File: src/rtl/pwm_pkg.sv
// Shared widths and types for the PWM edge preconditioner.
// Edge times are modulo the ultrasound cycle.
package pwm_pkg;

    localparam int PWM_WIDTH = 13;
    localparam int PWM_DEPTH = 249;
    localparam int PWM_IDX_W = $clog2(PWM_DEPTH);

    typedef logic [PWM_IDX_W-1:0] pwm_idx_t;

    typedef struct packed {
        logic [PWM_WIDTH-1:0] rise;
        logic [PWM_WIDTH-1:0] fall;
        logic                 full_width;
    } pwm_edge_t;

endpackage

File: src/rtl/pwm_edge_calc.sv
// Stage-2 raw edge arithmetic and stage-3 modulo wrap.
// Purely combinational; the parent owns every register.
module pwm_edge_calc
    import pwm_pkg::*;
#(
    parameter int WIDTH = PWM_WIDTH
) (
    input  logic [WIDTH-1:0]        i_cycle,
    input  logic [WIDTH-1:0]        i_duty,
    input  logic [WIDTH-1:0]        i_phase,
    output logic signed [WIDTH:0]   o_r_raw,
    output logic signed [WIDTH:0]   o_f_raw,
    output logic                    o_full,
    input  logic signed [WIDTH:0]   i_r_raw,
    input  logic signed [WIDTH:0]   i_f_raw,
    input  logic                    i_full,
    output logic [WIDTH-1:0]        o_rise,
    output logic [WIDTH-1:0]        o_fall,
    output logic                    o_full_width
);

    logic [WIDTH:0] w_duty_x;
    logic [WIDTH:0] w_phase_x;
    logic [WIDTH:0] w_cycle_x;
    logic [WIDTH:0] w_half_dn;
    logic [WIDTH:0] w_half_up;
    logic           w_r_neg;
    logic           w_f_over;
    logic [WIDTH-1:0] w_rise;
    logic [WIDTH-1:0] w_fall;

    assign w_duty_x  = {1'b0, i_duty};
    assign w_phase_x = {1'b0, i_phase};
    assign w_cycle_x = {1'b0, i_cycle};
    assign w_half_dn = w_duty_x >> 1;
    assign w_half_up = (w_duty_x + (WIDTH+1)'(1)) >> 1;

    assign o_r_raw = signed'(w_phase_x - w_half_dn);
    assign o_f_raw = signed'(w_phase_x + w_half_up);
    assign o_full  = (i_duty >= i_cycle);

    // f_raw is never negative, so compare it unsigned for extra headroom
    assign w_r_neg  = i_r_raw[WIDTH];
    assign w_f_over = (unsigned'(i_f_raw) >= w_cycle_x);

    assign w_rise = w_r_neg  ? i_r_raw[WIDTH-1:0] + i_cycle
                             : i_r_raw[WIDTH-1:0];
    assign w_fall = w_f_over ? i_f_raw[WIDTH-1:0] - i_cycle
                             : i_f_raw[WIDTH-1:0];

    assign o_rise       = i_full ? '0 : w_rise;
    assign o_fall       = i_full ? '0 : w_fall;
    assign o_full_width = i_full;

endmodule

File: src/rtl/pwm_preconditioner.sv
// Three-stage pipeline turning (duty, phase) pairs into indexed
// PWM rise/fall times modulo CYCLE.
module pwm_preconditioner
    import pwm_pkg::*;
#(
    parameter  int WIDTH = PWM_WIDTH,
    parameter  int DEPTH = PWM_DEPTH,
    localparam int IW    = $clog2(DEPTH)
) (
    input  logic             CLK,
    input  logic             RST_N,
    input  logic [WIDTH-1:0] CYCLE,
    input  logic             DIN_VALID,
    input  logic             DIN_FIRST,
    input  logic [WIDTH-1:0] DUTY,
    input  logic [WIDTH-1:0] PHASE,
    output logic             DOUT_VALID,
    output logic [IW-1:0]    IDX,
    output logic [WIDTH-1:0] RISE,
    output logic [WIDTH-1:0] FALL,
    output logic             FULL_WIDTH,
    output logic             FRAME_DONE
);

    logic [IW-1:0]    r_cnt;
    logic             r1_valid;
    logic [WIDTH-1:0] r1_duty;
    logic [WIDTH-1:0] r1_phase;
    logic [IW-1:0]    r1_idx;
    logic             r2_valid;
    logic signed [WIDTH:0] r2_r_raw;
    logic signed [WIDTH:0] r2_f_raw;
    logic             r2_full;
    logic [IW-1:0]    r2_idx;
    logic             r_dout_valid;
    logic [IW-1:0]    r_idx;
    logic [WIDTH-1:0] r_rise;
    logic [WIDTH-1:0] r_fall;
    logic             r_full_width;
    logic             r_frame_done;

    logic [IW-1:0]    w_idx_in;
    logic [WIDTH-1:0] w_phase_n;
    logic signed [WIDTH:0] w_r_raw;
    logic signed [WIDTH:0] w_f_raw;
    logic             w_full;
    logic [WIDTH-1:0] w_rise;
    logic [WIDTH-1:0] w_fall;
    logic             w_full_width;

    assign w_idx_in  = DIN_FIRST ? '0 : r_cnt;
    assign w_phase_n = (PHASE >= CYCLE) ? PHASE - CYCLE : PHASE;

    pwm_edge_calc #(.WIDTH(WIDTH)) u_calc (
        .i_cycle      (CYCLE),
        .i_duty       (r1_duty),
        .i_phase      (r1_phase),
        .o_r_raw      (w_r_raw),
        .o_f_raw      (w_f_raw),
        .o_full       (w_full),
        .i_r_raw      (r2_r_raw),
        .i_f_raw      (r2_f_raw),
        .i_full       (r2_full),
        .o_rise       (w_rise),
        .o_fall       (w_fall),
        .o_full_width (w_full_width)
    );

    always_ff @(posedge CLK or negedge RST_N) begin
        if (!RST_N) begin
            r_cnt        <= '0;
            r1_valid     <= 1'b0;
            r1_duty      <= '0;
            r1_phase     <= '0;
            r1_idx       <= '0;
            r2_valid     <= 1'b0;
            r2_r_raw     <= '0;
            r2_f_raw     <= '0;
            r2_full      <= 1'b0;
            r2_idx       <= '0;
            r_dout_valid <= 1'b0;
            r_idx        <= '0;
            r_rise       <= '0;
            r_fall       <= '0;
            r_full_width <= 1'b0;
            r_frame_done <= 1'b0;
        end else begin
            r1_valid <= DIN_VALID;
            if (DIN_VALID) begin
                r_cnt    <= (w_idx_in == IW'(DEPTH-1)) ? '0
                                                       : w_idx_in + IW'(1);
                r1_duty  <= DUTY;
                r1_phase <= w_phase_n;
                r1_idx   <= w_idx_in;
            end

            r2_valid <= r1_valid;
            if (r1_valid) begin
                r2_r_raw <= w_r_raw;
                r2_f_raw <= w_f_raw;
                r2_full  <= w_full;
                r2_idx   <= r1_idx;
            end

            // outputs hold their last value across gaps
            r_dout_valid <= r2_valid;
            r_frame_done <= r2_valid && (r2_idx == IW'(DEPTH-1));
            if (r2_valid) begin
                r_rise       <= w_rise;
                r_fall       <= w_fall;
                r_full_width <= w_full_width;
                r_idx        <= r2_idx;
            end
        end
    end

    assign DOUT_VALID = r_dout_valid;
    assign IDX        = r_idx;
    assign RISE       = r_rise;
    assign FALL       = r_fall;
    assign FULL_WIDTH = r_full_width;
    assign FRAME_DONE = r_frame_done;

endmodule

File: config.mk
export PLATFORM = sky130hd
export DESIGN_NAME = pwm_preconditioner
export DESIGN_NICKNAME = d
export VERILOG_FILES = /design/src/rtl/pwm_pkg.sv /design/src/rtl/pwm_edge_calc.sv /design/src/rtl/pwm_preconditioner.sv
export SDC_FILE = /design/constraint.sdc
export NUM_CORES = 1
export LEC_CHECK = 0
export CORE_MARGIN = 5
export CORE_UTILIZATION = 55
export CTS_BUF_LIST = sky130_fd_sc_hd__clkbuf_4 sky130_fd_sc_hd__clkbuf_8
export DETAILED_ROUTE_END_ITERATION = 16
export PLACE_DENSITY = 0.78
export SYNTH_ARGS = -nofsm -noshare
export SYNTH_HDL_FRONTEND = slang
export SYNTH_SLANG_ARGS = --single-unit
File: constraint.sdc
create_clock -name CLK -period 3.4 [get_ports CLK]
set_input_delay 0.68 -clock CLK [delete_from_list [all_inputs] [get_ports CLK]]
set_output_delay 0.68 -clock CLK [all_outputs]
set_load 0.05 [all_outputs]
==> out/metrics.cfg <==
[outcome]
outcome = finished clean

[synth]
yosysWarnings = 0
synth-simple-area-share_pct = 12.68
ys_async_sr_fraction_pct = 100.0
synth_top_area_share_pct = 36.00
yosys.area.top_type = dfrtp_1
syn-num-nets = 1002
synthAdderAreaFrac_pct = 13.88
synthesis.area_um2 = 8203
synth_area_leaders = dfrtp_1 36%, ha_1 13%, mux2_2 4.5%, xnor2_1 4.4%, nand2_1 3.2%
synth_top_family_by_area = compound AO/OA/AOI/OAI gates
synth_compound_area_share_pct = 19.23
muxShareOfSynthArea_pct = 7.718
synth_cell_types = 68
synthFlopType = dfrtp_1
synth-edff-count = 0
yosys_register_bits = 118
syn_inst = 871
ys_seq_area_share_pct = 36.00
yosys.area_share.xor_xnor_pct = 6.193
avgSynthCellArea_um2 = 9.418

[setup_path]
startpoint = r1_duty[1]
worstSetupPathType = reg2reg
worstReg2RegStart = r1_duty[1]
path_max_fanout = 6
cp-end-kind = register
arrival_ns = 3.39
required_ns = 3.74
cp-start-kind = register

[floorplan]
fp.coreArea_um2 = 14590
die_y_um = 132.1
dieArea_um2 = 17460
rows = 44
die_w_um = 132.1
start_util_pct = 56.23
io_pins = 80

[pwr]
worst_ir_drop_vdd_mv = 0.3576
p_leak_nw = 4.469
power_density_nw_per_um2 = 696.1
total_power_w = 0.006732

[finish]
layout_commonest_cell = dfrtp_1
ff_latch_area_um2 = 2953
fillers = 1187
multiInputGateArea_um2 = 4897
layout_common_cells = 118 x dfrtp_1, 83 x ha_1, 77 x clkdlybuf4s50_1, 70 x nand2_1, 58 x nor2_1
fin_area_um2 = 9672
nets = 1086
drive_gt1_share_pct = 9.504
antennaDiodeCount = 0
fin_util_pct = 66.30
area_growth_pct = 17.91

[global_route]
grt_start_max_net_pins = 61
grt_pass1_wl_um = 32300
grt_pass1_vias = 6580
antenna_found_initial = 0
grt.total_usage_pct = 22.46
grt_overflow = 0

[clocking]
cts-hold-fix-buffers = 0
post_cts_buffers = 0
clkTransAtPathRegs_ns = 0.07
cts_resized = 0
cts.sinks = 118
clkLatencyLatePin_ns = 0.45
numCtsBuffers = 17
cts_tree = done
root_buffer = clkbuf_8
htree_levels = 4
clockBufferDepth = 2

[timing]
finalSetupViolCount = 0
slew-limit-headroom_pct = 49.41
max_freq_mhz = 326.9
post-route-period-util_pct = 89.97
final_hold_viol_count = 0
slew_violations = 0
setup_slack_ns = 0.3409
worst_pin_slew_ns = 0.7561
tns_ns = 0
fin_skew_ns = 0.01138
min_period_ns = 3.059
grt_setup_unrepaired = no

[place]
dp_worst_setup_slack_ns = 0.05720
routabilityCongestion = 0.9793
place_area_um2 = 9266
io_buffers = 79
dp_hpwl_um = 14710

[routing]
drt_iter0_drc = 429
wirelength_um = 19170
drtPass1Iterations = 4
drc = 0
wire_per_inst_um = 16.64
postRouteAntennaNets = 0
vias_per_cell = 5.852
num_vias = 6741

[worst_hold_path]
holdCritPathClass = in2async

[run]
drv_cap = 0

[per-stage QoR]
stage	hold slack, ns	cells
5_1_grt	0.3593	1152
4_1_cts	0.3113	1152
3_3_place_gp	0.4532	1120
3_5_place_dp	0.4659	1120
6_report	0.3067	1152
2_1_floorplan	0.3519	871
[path summary, 6_finish.rpt]
path | to | slack, ns | depth (start not counted)
setup reg to reg | r2_f_raw[11] | 0.34 | 13
hold / removal | RISE[2] | 0.31 | 1
hold reg to reg | r_cnt[5] | 0.47 | 1
max in group asynchronous | r1_phase[12] | 2.35 | 2
setup / recovery | r2_f_raw[11] | 0.34 | 13
min in group CLK | r_cnt[5] | 0.47 | 1
[critical path: stages, from the launching register on]
cell and delay, ns:
dfrtp_1 0.45, ha_1 0.23, and3_1 0.22, and3_1 0.25, and2_1 0.21, nand2_1 0.08, xnor2_1 0.14, ha_1 0.32
inv_1 0.12, o22ai_1 0.10, a311o_1 0.34, a21oi_2 0.18, xnor2_1 0.08, mux2_2 0.26
[logic make-up (layout without fill, tap and decap cells)]
kind of cell	Yosys count	count (layout)
xor gates and xnor gates	58	58
DFF	118	118
muxes	59	59
adders and majority gates	88	88
buffers and inverters	91	188
and+or+nand+nor	217	217
AOI/OAI and AO/OA	240	240
[synth_stat cells (8+ instances only)]
cell / count
a21o_1: 23
a21oi_1: 51
a31oi_1: 13
and3_1: 11
clkbuf_1: 27
dfrtp_1: 118
ha_1: 83
inv_1: 55
mux2_2: 33
mux2i_1: 25
nand2_1: 70
nand3_1: 14
nor2_1: 58
nor2b_1: 11
nor3_1: 9
o21a_1: 12
o21ai_0: 21
o21ai_1: 36
o2bb2ai_1: 13
o31ai_1: 8
xnor2_1: 41
xor2_1: 17
[state kept, by name, indices dropped and copies added, names as in the netlist, 8 cells and up]
signal / cells
IDX: 8
r2_idx: 8
RISE: 13
r1_phase: 13
r2_f_raw: 14
r_cnt: 8
r2_r_raw: 14
FALL: 13
r1_idx: 8
r1_duty: 13
[power breakdown]
part / internal, W / total, W / switching (W)
combinational: 0.00147 / 0.00335 / 0.00189
sequential: 0.00174 / 0.00205 / 0.000316
clock: 0.000737 / 0.00133 / 0.000591
[metal layers]
layer  track usage [%]  up-vias  routed length, um
met3             4.389       33               1069
met5                 0        -                  0
met1             33.24     3186               9430
met4             7.200        0                401
li1                  -     3319                  -
met2             33.16      203               8268
[layout make-up]
type,instances,share of cell area (%)
Inverter,60,2.329
Multi-Input combinational cell,662,50.63
Clock inverter,13,1.617
Timing Repair Buffer,96,9.935
Tap cell,184,2.380
Clock buffer,19,2.574
Sequential cell,118,30.53
Note: power is estimated with default switching activity, not from simulation.
